`config.mk`:
```
export PLATFORM = sky130hd
export DESIGN_NAME = rat_io_port_bank_flat
export DESIGN_NICKNAME = d
export VERILOG_FILES = /design/src/rtl/rat_io_port_bank_if.sv /design/src/rtl/rat_io_port_bank.sv /design/src/flat_wrapper.sv
export SDC_FILE = /design/constraint.sdc
export NUM_CORES = 1
export LEC_CHECK = 0
export BUFFER_PORTS_ARGS = -buffer_cell sky130_fd_sc_hd__buf_4
export CORE_ASPECT_RATIO = 2
export CORE_UTILIZATION = 50
export CTS_CLUSTER_DIAMETER = 100
export CTS_CLUSTER_SIZE = 14
export DETAILED_ROUTE_END_ITERATION = 8
export PLACE_DENSITY = 0.75
export SKIP_LAST_GASP = 1
export SYNTH_ARGS = -nofsm -noshare
export SYNTH_HDL_FRONTEND = slang
export SYNTH_SLANG_ARGS = --single-unit
```
`constraint.sdc`:
```
create_clock -name clk -period 1.78 [get_ports clk]
set_clock_uncertainty 0.2 [all_clocks]
set_input_delay 0.178 -clock clk [delete_from_list [all_inputs] [get_ports clk]]
set_output_delay 0.178 -clock clk [all_outputs]
set_load 0.1 [all_outputs]
```
`src/rtl/rat_io_port_bank_if.sv`:
```
`default_nettype none
// ============================================================================
// rat_io_port_bank_if : RAT MCU port bus (PORT_ID/OUT_PORT/IO_STRB/IN_PORT)
// Rev 1.0
// ============================================================================
interface rat_io_port_bank_if #(
    parameter int DATA_W = 8
) ();
    logic [7:0]        port_id;
    logic [DATA_W-1:0] out_port;
    logic              io_strb;
    logic [DATA_W-1:0] in_port;

    modport master (output port_id, output out_port, output io_strb, input  in_port);
    modport slave  (input  port_id, input  out_port, input  io_strb, output in_port);
endinterface
`default_nettype wire

```
`src/rtl/rat_io_port_bank.sv`:
```
`default_nettype none
// ============================================================================
// rat_io_port_bank : output registers, synchronised inputs and change-detect
// interrupt controller on the RAT MCU port bus.   Rev 1.0
// ============================================================================
module rat_io_port_bank #(
    parameter int         DATA_W      = 8,
    parameter int         N_OUT       = 4,
    parameter int         N_IN        = 4,
    parameter logic [7:0] OUT_BASE    = 8'h40,
    parameter logic [7:0] IN_BASE     = 8'h20,
    parameter logic [7:0] MASK_ID     = 8'hF0,
    parameter logic [7:0] PEND_ID     = 8'hF1,
    parameter int         SYNC_STAGES = 2
) (
    input  wire logic                    clk,
    input  wire logic                    reset_n,
    rat_io_port_bank_if.slave            bus,
    input  wire logic [N_IN*DATA_W-1:0]  in_data,
    output logic      [N_OUT*DATA_W-1:0] out_data,
    output logic      [N_OUT-1:0]        out_wr,
    output logic                         intr
);
    function automatic bit ranges_overlap(int a, int an, int b, int bn);
        return (a < b + bn) && (b < a + an);
    endfunction

    localparam bit BAD_MAP =
        ranges_overlap(int'(OUT_BASE), N_OUT, int'(IN_BASE), N_IN) ||
        ranges_overlap(int'(OUT_BASE), N_OUT, int'(MASK_ID), 1)    ||
        ranges_overlap(int'(OUT_BASE), N_OUT, int'(PEND_ID), 1)    ||
        ranges_overlap(int'(IN_BASE),  N_IN,  int'(MASK_ID), 1)    ||
        ranges_overlap(int'(IN_BASE),  N_IN,  int'(PEND_ID), 1)    ||
        (MASK_ID == PEND_ID);

    if (BAD_MAP) begin : g_bad_map
        $error("rat_io_port_bank: port ID ranges overlap");
    end
    if (N_IN > DATA_W) begin : g_bad_nin
        $error("rat_io_port_bank: N_IN must not exceed DATA_W");
    end
    if (SYNC_STAGES < 2) begin : g_bad_sync
        $error("rat_io_port_bank: SYNC_STAGES must be at least 2");
    end

    localparam int SETTLE_MAX = SYNC_STAGES + 1;
    localparam int CNT_W      = $clog2(SETTLE_MAX + 1);

    logic [SYNC_STAGES-1:0][N_IN*DATA_W-1:0] sync_q;
    logic [N_IN*DATA_W-1:0]                  sync_w;
    logic [N_IN*DATA_W-1:0]                  prev_q;
    logic [CNT_W-1:0]                        settle_cnt;
    logic                                    settled;
    logic [N_IN-1:0]                         mask;
    logic [N_IN-1:0]                         pending;
    logic [N_IN-1:0]                         chg;
    logic [N_IN-1:0]                         pend_set;
    logic [N_IN-1:0]                         pend_clr;
    logic [N_OUT-1:0]                        wr_hit;
    logic                                    mask_wr;
    logic [DATA_W-1:0]                       rd_data;

    assign sync_w  = sync_q[SYNC_STAGES-1];
    assign settled = (settle_cnt == CNT_W'(SETTLE_MAX));

    always_comb begin
        wr_hit   = '0;
        chg      = '0;
        for (int j = 0; j < N_OUT; j++) begin
            wr_hit[j] = bus.io_strb && (bus.port_id == 8'(int'(OUT_BASE) + j));
        end
        for (int i = 0; i < N_IN; i++) begin
            chg[i] = settled && (sync_w[i*DATA_W +: DATA_W] != prev_q[i*DATA_W +: DATA_W]);
        end
        mask_wr  = bus.io_strb && (bus.port_id == MASK_ID);
        pend_set = chg & mask;
        pend_clr = (bus.io_strb && (bus.port_id == PEND_ID)) ? bus.out_port[N_IN-1:0] : '0;
    end

    // Read mux: later matches cannot collide because the ID ranges are disjoint.
    always_comb begin
        rd_data = '0;
        for (int i = 0; i < N_IN; i++) begin
            if (bus.port_id == 8'(int'(IN_BASE) + i)) rd_data = sync_w[i*DATA_W +: DATA_W];
        end
        for (int j = 0; j < N_OUT; j++) begin
            if (bus.port_id == 8'(int'(OUT_BASE) + j)) rd_data = out_data[j*DATA_W +: DATA_W];
        end
        if (bus.port_id == MASK_ID) rd_data[N_IN-1:0] = mask;
        if (bus.port_id == PEND_ID) rd_data[N_IN-1:0] = pending;
    end

    assign bus.in_port = rd_data;

    always_ff @(posedge clk or negedge reset_n) begin
        if (!reset_n) begin
            sync_q     <= '0;
            prev_q     <= '0;
            settle_cnt <= '0;
            out_data   <= '0;
            out_wr     <= '0;
            mask       <= '0;
            pending    <= '0;
            intr       <= 1'b0;
        end else begin
            sync_q <= {sync_q[SYNC_STAGES-2:0], in_data};
            prev_q <= sync_w;
            if (!settled) settle_cnt <= settle_cnt + CNT_W'(1);
            out_wr <= wr_hit;
            for (int j = 0; j < N_OUT; j++) begin
                if (wr_hit[j]) out_data[j*DATA_W +: DATA_W] <= bus.out_port;
            end
            if (mask_wr) mask <= bus.out_port[N_IN-1:0];
            // Set is OR-ed after the clear so a simultaneous new change wins.
            pending <= (pending & ~pend_clr) | pend_set;
            intr    <= |(pending & mask);
        end
    end
endmodule
`default_nettype wire

```
`src/flat_wrapper.sv`:
```
// flat-port wrapper written by rule: the top's interface ports become plain ports
module rat_io_port_bank_flat 
#(
    parameter int         DATA_W      = 8,
    parameter int         N_OUT       = 4,
    parameter int         N_IN        = 4,
    parameter logic [7:0] OUT_BASE    = 8'h40,
    parameter logic [7:0] IN_BASE     = 8'h20,
    parameter logic [7:0] MASK_ID     = 8'hF0,
    parameter logic [7:0] PEND_ID     = 8'hF1,
    parameter int         SYNC_STAGES = 2
)
  (clk, reset_n, in_data, out_data, out_wr, intr, bus_port_id, bus_out_port, bus_io_strb, bus_in_port);
  rat_io_port_bank_if #(.DATA_W(DATA_W)) bus_i ();
  input  wire logic clk;
  input  wire logic reset_n;
  input  wire logic [N_IN*DATA_W-1:0] in_data;
  output logic      [N_OUT*DATA_W-1:0] out_data;
  output logic      [N_OUT-1:0] out_wr;
  output logic intr;
  input wire logic [$bits(bus_i.port_id)-1:0] bus_port_id;
  input wire logic [$bits(bus_i.out_port)-1:0] bus_out_port;
  input wire logic [$bits(bus_i.io_strb)-1:0] bus_io_strb;
  output wire logic [$bits(bus_i.in_port)-1:0] bus_in_port;
  assign bus_i.port_id = bus_port_id;
  assign bus_i.out_port = bus_out_port;
  assign bus_i.io_strb = bus_io_strb;
  assign bus_in_port = bus_i.in_port;
  rat_io_port_bank #(.DATA_W(DATA_W), .N_OUT(N_OUT), .N_IN(N_IN), .OUT_BASE(OUT_BASE), .IN_BASE(IN_BASE), .MASK_ID(MASK_ID), .PEND_ID(PEND_ID), .SYNC_STAGES(SYNC_STAGES)) u_core (.clk(clk), .reset_n(reset_n), .bus(bus_i), .in_data(in_data), .out_data(out_data), .out_wr(out_wr), .intr(intr));
endmodule
```
==> results.yml, run 1 <==
run_status:
  status: "finished, violations left"
  violations: "negative hold slack, negative setup slack"
finish:
  drive_gt1_frac: 0.512
  n_antenna_cell: 0
  final_area_sq_um: 8430
  syn2layout_area_growth_pct: 55.6
  final_core_util: 0.799
  fin_nets: 662
pwr:
  power_leakage_nw: 3.91
  p_comb_frac: 0.140
  power_density_nw_per_um2: 976
  internal_power_w: 0.00594
  net-switching-power_w: 0.00229
  swShare: 0.278
  ir_worst_vdd_uv: 1100
  pwr-share-clk: 0.424
  seqPwrFrac: 0.436
clocking:
  cts.clk_slew.worst_paths_ns: 0.06
  cts_tree: "done"
  numCtsBuffers: 17
  insertion_delay_ns: 0.42
  cts.sinks: 143
  clock_path_buffers: 2
  htreeDepth: 4
  cts_root_buffer: "clkbuf_16"
global_route:
  use_met1: 0.276
  grt_antenna_before_repair: 0
  met3_usage: 0.0581
  grt_pass1_vias: 4518
  gr-total-overflow: 0
  met2_usage: 0.519
  grt_max_degree: 63
  grt_pass1_wl_microns: 22500
  busiest_layer: "met2"
  grt_usage: 0.286
die:
  pin_count: 96
  initial_core_util: 0.514
  die_h_microns: 149
  die_area_sq_um: 11300
  core_sq_um: 10500
  die_w_microns: 75.6
  rows: 53
placed_design:
  io_buffers: 95
  dpl.hpwl_microns: 9850
  place_congestion: 0.916
  place_area_sq_um: 7070
routing:
  firstDrtPassIters: 5
  vias: 4107
  drcViolationCount: 0
  drtIter0Drc: 220
  vias_per_cell: 5.40
  wl_per_cell_microns: 20.0
  routed_wl_microns: 15200
  ant_nets: 0
job:
  cap_violations: 0
synth:
  yosysWarnings: 0
  synth_top_family_by_area: "multiplexers"
  async_reset_ff_frac: 1.00
  ys_ff_latch: 143
  netlist_area_sq_um: 5420
  seq_area_frac_synth: 0.661
  synth_compound_gate_area_share: 0.0615
  synthCells: 377
  synth_edf_count: 0
  synth_area_per_cell_sq_um: 14.4
  yosys_most_used_dff: "dfrtp_1"
  synthAdderAreaFrac: 0.00231
  synth_mux_area_frac: 0.120
  synth-xor-area-share: 0.0534
  synthSimpleGateAreaFrac: 0.0873
  synth.distinct_cells: 50
  synthesis.nets: 429
critical_path:
  r2r_cells: 7
  crit_type: "flip-flop to output port"
  worst-path-max-fanout: 2
  worstPathRequired_ns: 1.40
  worstSetupEndpointType: "output port"
  arrival_ns: 1.86
  cp-start-kind: "flip-flop"
sta:
  fmax_ghz: 0.447
  tightest_slew_ns: 0.428
  slew_headroom: 0.712
  period_share: 1.26
  timing.hold.ws_ns: -0.0201
  final_max_slew_viol_count: 0
  final_hold_viol_count: 23
  setup_violations: 10
  rsz0062_at_grt: "true"
  layout_min_cycle_time_ns: 2.24
  fin_ws_ns: -0.458
hold_path:
  hp-class: "primary input to async pin"
==> worst paths after layout <==
| path | from | to | slack (ns) |
|---|---|---|---|
| hold reg to reg | u_core.sync_q[22]$_DFF_PN0_ | u_core.sync_w[22]$_DFF_PN0_ | 0.15 |
| setup reg to reg | u_core.sync_w[24]$_DFF_PN0_ | u_core.pending[3]$_DFF_PN0_ | -0.27 |
| max in group asynchronous | reset_n | u_core.prev_q[12]$_DFF_PN0_ | 0.81 |
| min in group clk | bus_port_id[0] | u_core.out_wr[0]$_DFF_PN0_ | 0.08 |
| hold / removal | reset_n | u_core.out_data[9]$_DFFE_PN0P_ | -0.02 |
| setup / recovery | u_core.sync_w[24]$_DFF_PN0_ | bus_in_port[0] | -0.46 |
==> registers in the layout, indices dropped and copies added (netlist names) <==
| register | count |
|---|---|
| u_core.out_data | 32 |
| u_core.prev_q | 32 |
| u_core.sync_q | 32 |
| u_core.sync_w | 32 |
| u_core.mask | 4 |
| u_core.out_wr | 4 |
| u_core.pending | 4 |
| u_core.settle_cnt | 2 |
| u_core.intr | 1 |
==> worst max-delay path, cell delays in order, from the launching register on <==
cell      delay [ns]
dfrtp_1         0.40
mux4_2          0.54
a21oi_2         0.15
o211ai_1        0.12
buf_6           0.21
==> kinds of logic (layout without fill, tap and decap cells) <==
group                      count (synthesis)  in the layout
AOI/OAI and AO/OA                         48             48
xor gates and xnor gates                  33             33
adders and majority gates                  1              1
buffers and inverters                     18            264
DFF                                      143            143
muxes                                     50             50
and+or+nand+nor                           84             84
==> cell usage in the layout (no fill, tap or decap), drive strengths merged, types with 8 or more instances in the layout <==
| cell | count |
|---|---|
| dfrtp | 143 |
| nor2 | 12 |
| xor2 | 32 |
| nand3 | 8 |
| buf | 184 |
| nor4 | 9 |
| nand2 | 21 |
| mux2 | 37 |
| a21oi | 9 |
| dlygate4sd3 | 43 |
| clkbuf | 18 |
| inv | 13 |
| o21ai | 10 |
==> power by group through the flow <==
stage / combinational (W) / sequential, W / clock (W)
global route: 0.00122 / 0.00360 / 0.00368
global placement: 0.000990 / 0.00362 / 0
finish: 0.00115 / 0.00358 / 0.00348
floorplan: 0.000281 / 0.00389 / 0
CTS: 0.00112 / 0.00358 / 0.00351
detailed placement: 0.00101 / 0.00363 / 0
==> synthesized netlist by cell type (3+ instances only) <==
| library cell | number | area (sq um) |
|---|---|---|
| a32o_1 | 5 | 50.1 |
| mux2_2 | 29 | 327 |
| nor3_1 | 5 | 25.0 |
| or3_1 | 3 | 18.8 |
| a22oi_1 | 4 | 30.0 |
| mux2_4 | 8 | 120 |
| inv_1 | 5 | 18.8 |
| xor2_1 | 32 | 280 |
| a211o_1 | 3 | 26.3 |
| clkbuf_1 | 7 | 26.3 |
| mux4_2 | 6 | 135 |
| nand2_1 | 21 | 78.8 |
| buf_1 | 3 | 11.3 |
| mux2i_1 | 7 | 70.1 |
| o211ai_1 | 3 | 22.5 |
| dfrtp_1 | 143 | 3580 |
| nand3_1 | 8 | 40.0 |
| nor2_1 | 11 | 41.3 |
| nor4_1 | 9 | 56.3 |
| a31oi_1 | 3 | 18.8 |
| nor3b_1 | 4 | 30.0 |
| o21ai_0 | 10 | 50.1 |
| nor4b_1 | 3 | 26.3 |
| a21oi_1 | 9 | 45.0 |
==> routing by layer <==
metal | part of all wire | wire length (microns)
met5 | 0 | 0
met4 | 0.046 | 706
met3 | 0.033 | 501
met2 | 0.59 | 9060
met1 | 0.33 | 4960
==> stage by stage <==
stage	setup TNS (ns)	setup slack, ns	total power, W	cells
after floorplan	-6.68	-1.14	0.00417	377
after global placement	-14.63	-0.519	0.00461	679
after detailed placement	-15.69	-0.562	0.00464	679
after CTS	-7.46	-0.470	0.00821	758
after global routing	-3.79	-0.485	0.00850	760
final	-3.51	-0.458	0.00822	760
==> layout make-up <==
cell class | instances | area, sq um
Sequential cell | 143 | 3600
Timing Repair Buffer | 227 | 1980
Fill cell | 584 | 2120
Multi-Input combinational cell | 216 | 2070
Clock inverter | 14 | 148
Inverter | 5 | 18.8
Clock buffer | 18 | 439
Tap cell | 137 | 171
==> timing repair <==
| action | 4_1_cts | 5_1_grt |
|---|---|---|
| setup buffers | 3 | 4 |
| setup endpoints to repair | 18 | 66 |
| pin swaps | 15 | 17 |
| hold buffers | 44 | 0 |
| hold endpoints to repair | 218 | 0 |
| resized for setup | 41 | 22 |
(Power assumes the default switching activity.)
==> run 2: changes to the inputs <==
Settings changed: PLACE_DENSITY 0.75 to 0.73.
Clock period 1.78 ns to 2.3 ns, I/O delays scaled along.
==> results.yml, run 2 (synthesis gave the netlist of run 1 again) <==
die:
  pin_count: 96
  initial_core_util: 0.514
  die_h_microns: 149
  die_w_microns: 75.6
  die_area_sq_um: 11300
  rows: 53
  core_sq_um: 10500
routing:
  ant_nets: 0
  firstDrtPassIters: 4
  drtIter0Drc: 141
  wl_per_cell_microns: 18.5
  vias_per_cell: 5.32
  vias: 3789
  drcViolationCount: 0
  routed_wl_microns: 13200
global_route:
  grt_pass1_vias: 4077
  grt_max_degree: 58
  grt_antenna_before_repair: 0
  grt_pass1_wl_microns: 20600
  grt_usage: 0.261
  gr-total-overflow: 0
sta:
  tns_ns: -0.0201
  final_max_slew_viol_count: 0
  rsz0062_at_grt: "true"
  slew_headroom: 0.652
  fmax_ghz: 0.432
  final_hold_viol_count: 0
  setup_violations: 2
  layout_min_cycle_time_ns: 2.31
  tightest_slew_ns: 0.522
  timing.hold.ws_ns: 0.00908
  period_share: 1.01
  fin_ws_ns: -0.0132
clocking:
  cts_root_buffer: "clkbuf_16"
  cts.clk_slew.worst_paths_ns: 0.06
  clock_path_buffers: 2
  cts.sinks: 143
  cts_tree: "done"
  insertion_delay_ns: 0.42
  htreeDepth: 4
  numCtsBuffers: 17
pwr:
  ir_worst_vdd_uv: 945
  power_leakage_nw: 3.61
  power_density_nw_per_um2: 786
hold_path:
  hp-class: "primary input to flip-flop"
  holdCritStartpoint: "bus_port_id[1]"
  min_to: "u_core.out_wr[0]$_DFF_PN0_"
  whs_path_depth: 2
critical_path:
  r2r_end: "u_core.pending[3]$_DFF_PN0_"
  cp-start-kind: "primary input"
  worstPathRequired_ns: 1.87
  crit_type: "primary input to output port"
  worstSetupEndpointType: "output port"
  r2r_cells: 5
  r2r_start: "u_core.sync_w[24]$_DFF_PN0_"
  worst-path-max-fanout: 6
  r2r_slack_ns: 0.42
  arrival_ns: 1.88
finish:
  drive_gt1_frac: 0.431
  final_cell_mix: "dfrtp_1 (137), buf_4 (123), dlygate4sd3_1 (41)"
  fin_nets: 614
  final_area_sq_um: 7850
  final_core_util: 0.744
  final_common_cell: "dfrtp_1"
  syn2layout_area_growth_pct: 44.9
  n_antenna_cell: 0
placed_design:
  dpl.hpwl_microns: 9040
  place_congestion: 0.869
  io_buffers: 95
  place_area_sq_um: 6640
run_status:
  status: "finished, violations left"
  violations: "negative setup slack"
job:
  cap_violations: 0
-- run 2: cell types whose count changed in the layout (fill, tap and decap cells not counted), sizes merged --
cell / change
clkinv: -1
clkinvlp: +3
buf: -46
dlygate4sd3: -2
inv: -2
-- run 2: cell type report --
cell class,count,area (sq um)
Clock buffer,18,429
Multi-Input combinational cell,216,1940
Timing Repair Buffer,179,1550
Fill cell,694,2700
Inverter,5,18.8
Tap cell,137,171
Sequential cell,143,3590
Clock inverter,14,149
-- run 2: through the flow --
stage / instances / setup WS (ns) / power [W]
final: 712 / -0.0132 / 0.00617
after global routing: 712 / -0.0558 / 0.00640
after CTS: 707 / -0.0375 / 0.00619
after floorplan: 377 / -0.723 / 0.00322
after detailed placement: 632 / -0.133 / 0.00351
after global placement: 632 / -0.116 / 0.00349
-- run 2: what timing repair did --
action | in CTS | in global routing
resized for setup | 23 | 17
pin swaps | 3 | 9
endpoints found under the hold margin | 126 | 0
hold buffers | 41 | 0
cloned | 0 | 0
buffers inserted | 2 | 5
setup endpoints to repair | 8 | 8
-- run 2: critical path: stages --
cell	delay [ns]
buf_6	0.09
or4b_4	0.57
buf_4	0.18
nor2_4	0.09
buf_6	0.13
o21ai_0	0.11
a32o_2	0.31
buf_12	0.17
-- run 2: metal layers --
metal  track usage  routed length [microns]  vias up
met5             0                        0        -
met4         0.166                      680        0
met3        0.0459                      368       40
met2         0.464                     7510      122
met1         0.270                     4640     1892
li1              -                        -     1735
-- run 2: report_power, final --
part	switching, W	internal (W)
registers	0.000111	0.00266
logic	0.000465	0.000301
clock network	0.00111	0.00152
-- run 2: worst max path at each step --
stage                         from        endpoint  slack [ns]  depth (start not counted)
floorplan           bus_port_id[4]  bus_in_port[0]       -0.72                          5
global placement    bus_port_id[4]  bus_in_port[3]       -0.12                          6
detailed placement  bus_port_id[4]  bus_in_port[3]       -0.13                          6
CTS                 bus_port_id[4]  bus_in_port[3]       -0.04                          6
global route        bus_port_id[4]  bus_in_port[6]       -0.06                          8
finish              bus_port_id[4]  bus_in_port[6]       -0.01                          8
==> run 3: changes to the inputs <==
--- a/constraint.sdc
+++ b/constraint.sdc
@@ -4,2 +4,2 @@
 set_output_delay 0.23 -clock clk [all_outputs]
-set_load 0.1 [all_outputs]
+set_load 0.02 [all_outputs]
==> results.yml, run 3 (synthesis gave the netlist of run 1 again) <==
critical_path:
  worst-path-max-fanout: 6
  path_delay_family: "simple AND/OR/NAND/NOR gates"
  path_common_cell: "buf_4"
  arrival_ns: 1.88
  critPathBufInv: 3
  crit_cells: 7
  cp_cell_sequence: "buf_6, or4b_4, nor4_1, buf_4, a21oi_2, o31ai_2, buf_4"
  r2r_cells: 4
  worstSetupEndpointType: "output port"
  max_stage_delay_ns: 0.59
  critPathSlowestCell: "or4b_4"
  cp-start-kind: "primary input"
  worstPathRequired_ns: 1.87
  crit_type: "primary input to output port"
routing:
  wl_per_cell_microns: 18.2
  drtIter0Drc: 251
  ant_nets: 0
  drcViolationCount: 0
  vias_per_cell: 5.48
  firstDrtPassIters: 4
  routed_wl_microns: 12700
  vias: 3832
sta:
  slew_headroom: 0.693
  period_share: 1.01
  layout_min_cycle_time_ns: 2.31
  tightest_slew_ns: 0.457
  rsz0062_at_grt: "true"
  final_hold_viol_count: 0
  fin_ws_ns: -0.0138
  setup_violations: 1
  fmax_ghz: 0.432
  final_max_slew_viol_count: 0
  timing.hold.ws_ns: 0.106
finish:
  fin_nets: 601
  final_cell_mix: "dfrtp_1 (141), buf_4 (117), dlygate4sd3_1 (42)"
  n_antenna_cell: 0
  drive_gt1_frac: 0.390
  n_fill_cell: 678
  syn2layout_area_growth_pct: 40.9
  final_area_sq_um: 7630
  final_common_cell: "dfrtp_1"
  final_core_util: 0.724
placed_design:
  place_area_sq_um: 6500
  io_buffers: 95
  dpl.hpwl_microns: 8830
  place_congestion: 0.950
  dp_slack_ns: -0.128
run_status:
  status: "finished, violations left"
  violations: "negative setup slack"
global_route:
  grt_antenna_before_repair: 0
  gr-total-overflow: 0
  grt_usage: 0.246
  grt_pass1_vias: 3963
  grt_max_degree: 45
  grt_pass1_wl_microns: 19700
die:
  core_sq_um: 10500
  die_area_sq_um: 11300
  initial_core_util: 0.514
  die_w_microns: 75.6
  pin_count: 96
  die_h_microns: 149
  rows: 53
clocking:
  cts_root_buffer: "clkbuf_16"
  cts.sinks: 143
  numCtsBuffers: 17
  clock_path_buffers: 2
  cts.clk_slew.worst_paths_ns: 0.06
  insertion_delay_ns: 0.42
  cts_tree: "done"
  htreeDepth: 4
hold_path:
  hp-class: "primary input to async pin"
pwr:
  p_total_w: 0.00618
  power_density_nw_per_um2: 810
  ir_worst_vdd_uv: 818
  power_leakage_nw: 3.55
job:
  cap_violations: 0
run 3: area by class of cell:
cell class,count,area [sq um],share of cell area
Multi-Input combinational cell,216,1840,0.241
Clock buffer,20,437,0.0572
Timing Repair Buffer,166,1400,0.184
Inverter,5,18.8,0.00246
Clock inverter,12,181,0.0238
Tap cell,137,171,0.0225
Sequential cell,143,3580,0.469
run 3: report_power, final:
part | internal [W] | switching [W]
Sequential | 0.00266 | 0.000116
Clock | 0.00182 | 0.00104
Combinational | 0.000287 | 0.000256
Total | 0.00477 | 0.00141
run 3: path summary, 6_finish.rpt:
kind,slack (ns),startpoint,endpoint
worst min-delay path,0.11,reset_n,u_core.out_wr[3]$_DFF_PN0_
max in group asynchronous,1.18,reset_n,u_core.prev_q[15]$_DFF_PN0_
min in group clk,0.14,u_core.sync_q[28]$_DFF_PN0_,u_core.sync_w[28]$_DFF_PN0_
worst max-delay path,-0.01,bus_port_id[4],bus_in_port[3]
worst max register to register,0.52,u_core.sync_w[31]$_DFF_PN0_,u_core.pending[3]$_DFF_PN0_
worst min register to register,0.14,u_core.sync_q[28]$_DFF_PN0_,u_core.sync_w[28]$_DFF_PN0_
run 3: routing by layer:
| metal | routed length [microns] | share of wire | global-route usage | vias to the layer above |
|---|---|---|---|---|
| li1 | - | - | - | 1701 |
| met1 | 4440 | 0.35 | 0.255 | 1917 |
| met2 | 6960 | 0.55 | 0.422 | 162 |
| met3 | 589 | 0.046 | 0.0601 | 52 |
| met4 | 761 | 0.060 | 0.160 | 0 |
| met5 | 0 | 0 | 0 | - |
run 3: repair_timing:
action	CTS	global route
hold endpoints to repair	218	0
resized for setup	10	10
pin swaps	4	3
setup buffers	1	0
setup endpoints to repair	6	6
hold buffers	42	0
run 3: stage by stage:
step           cells  setup TNS, ns
5_1_grt          699        -0.0517
3_5_place_dp     624          -1.36
6_report         699        -0.0138
4_1_cts          699       -0.00921
2_1_floorplan    377              0
3_3_place_gp     624          -1.29
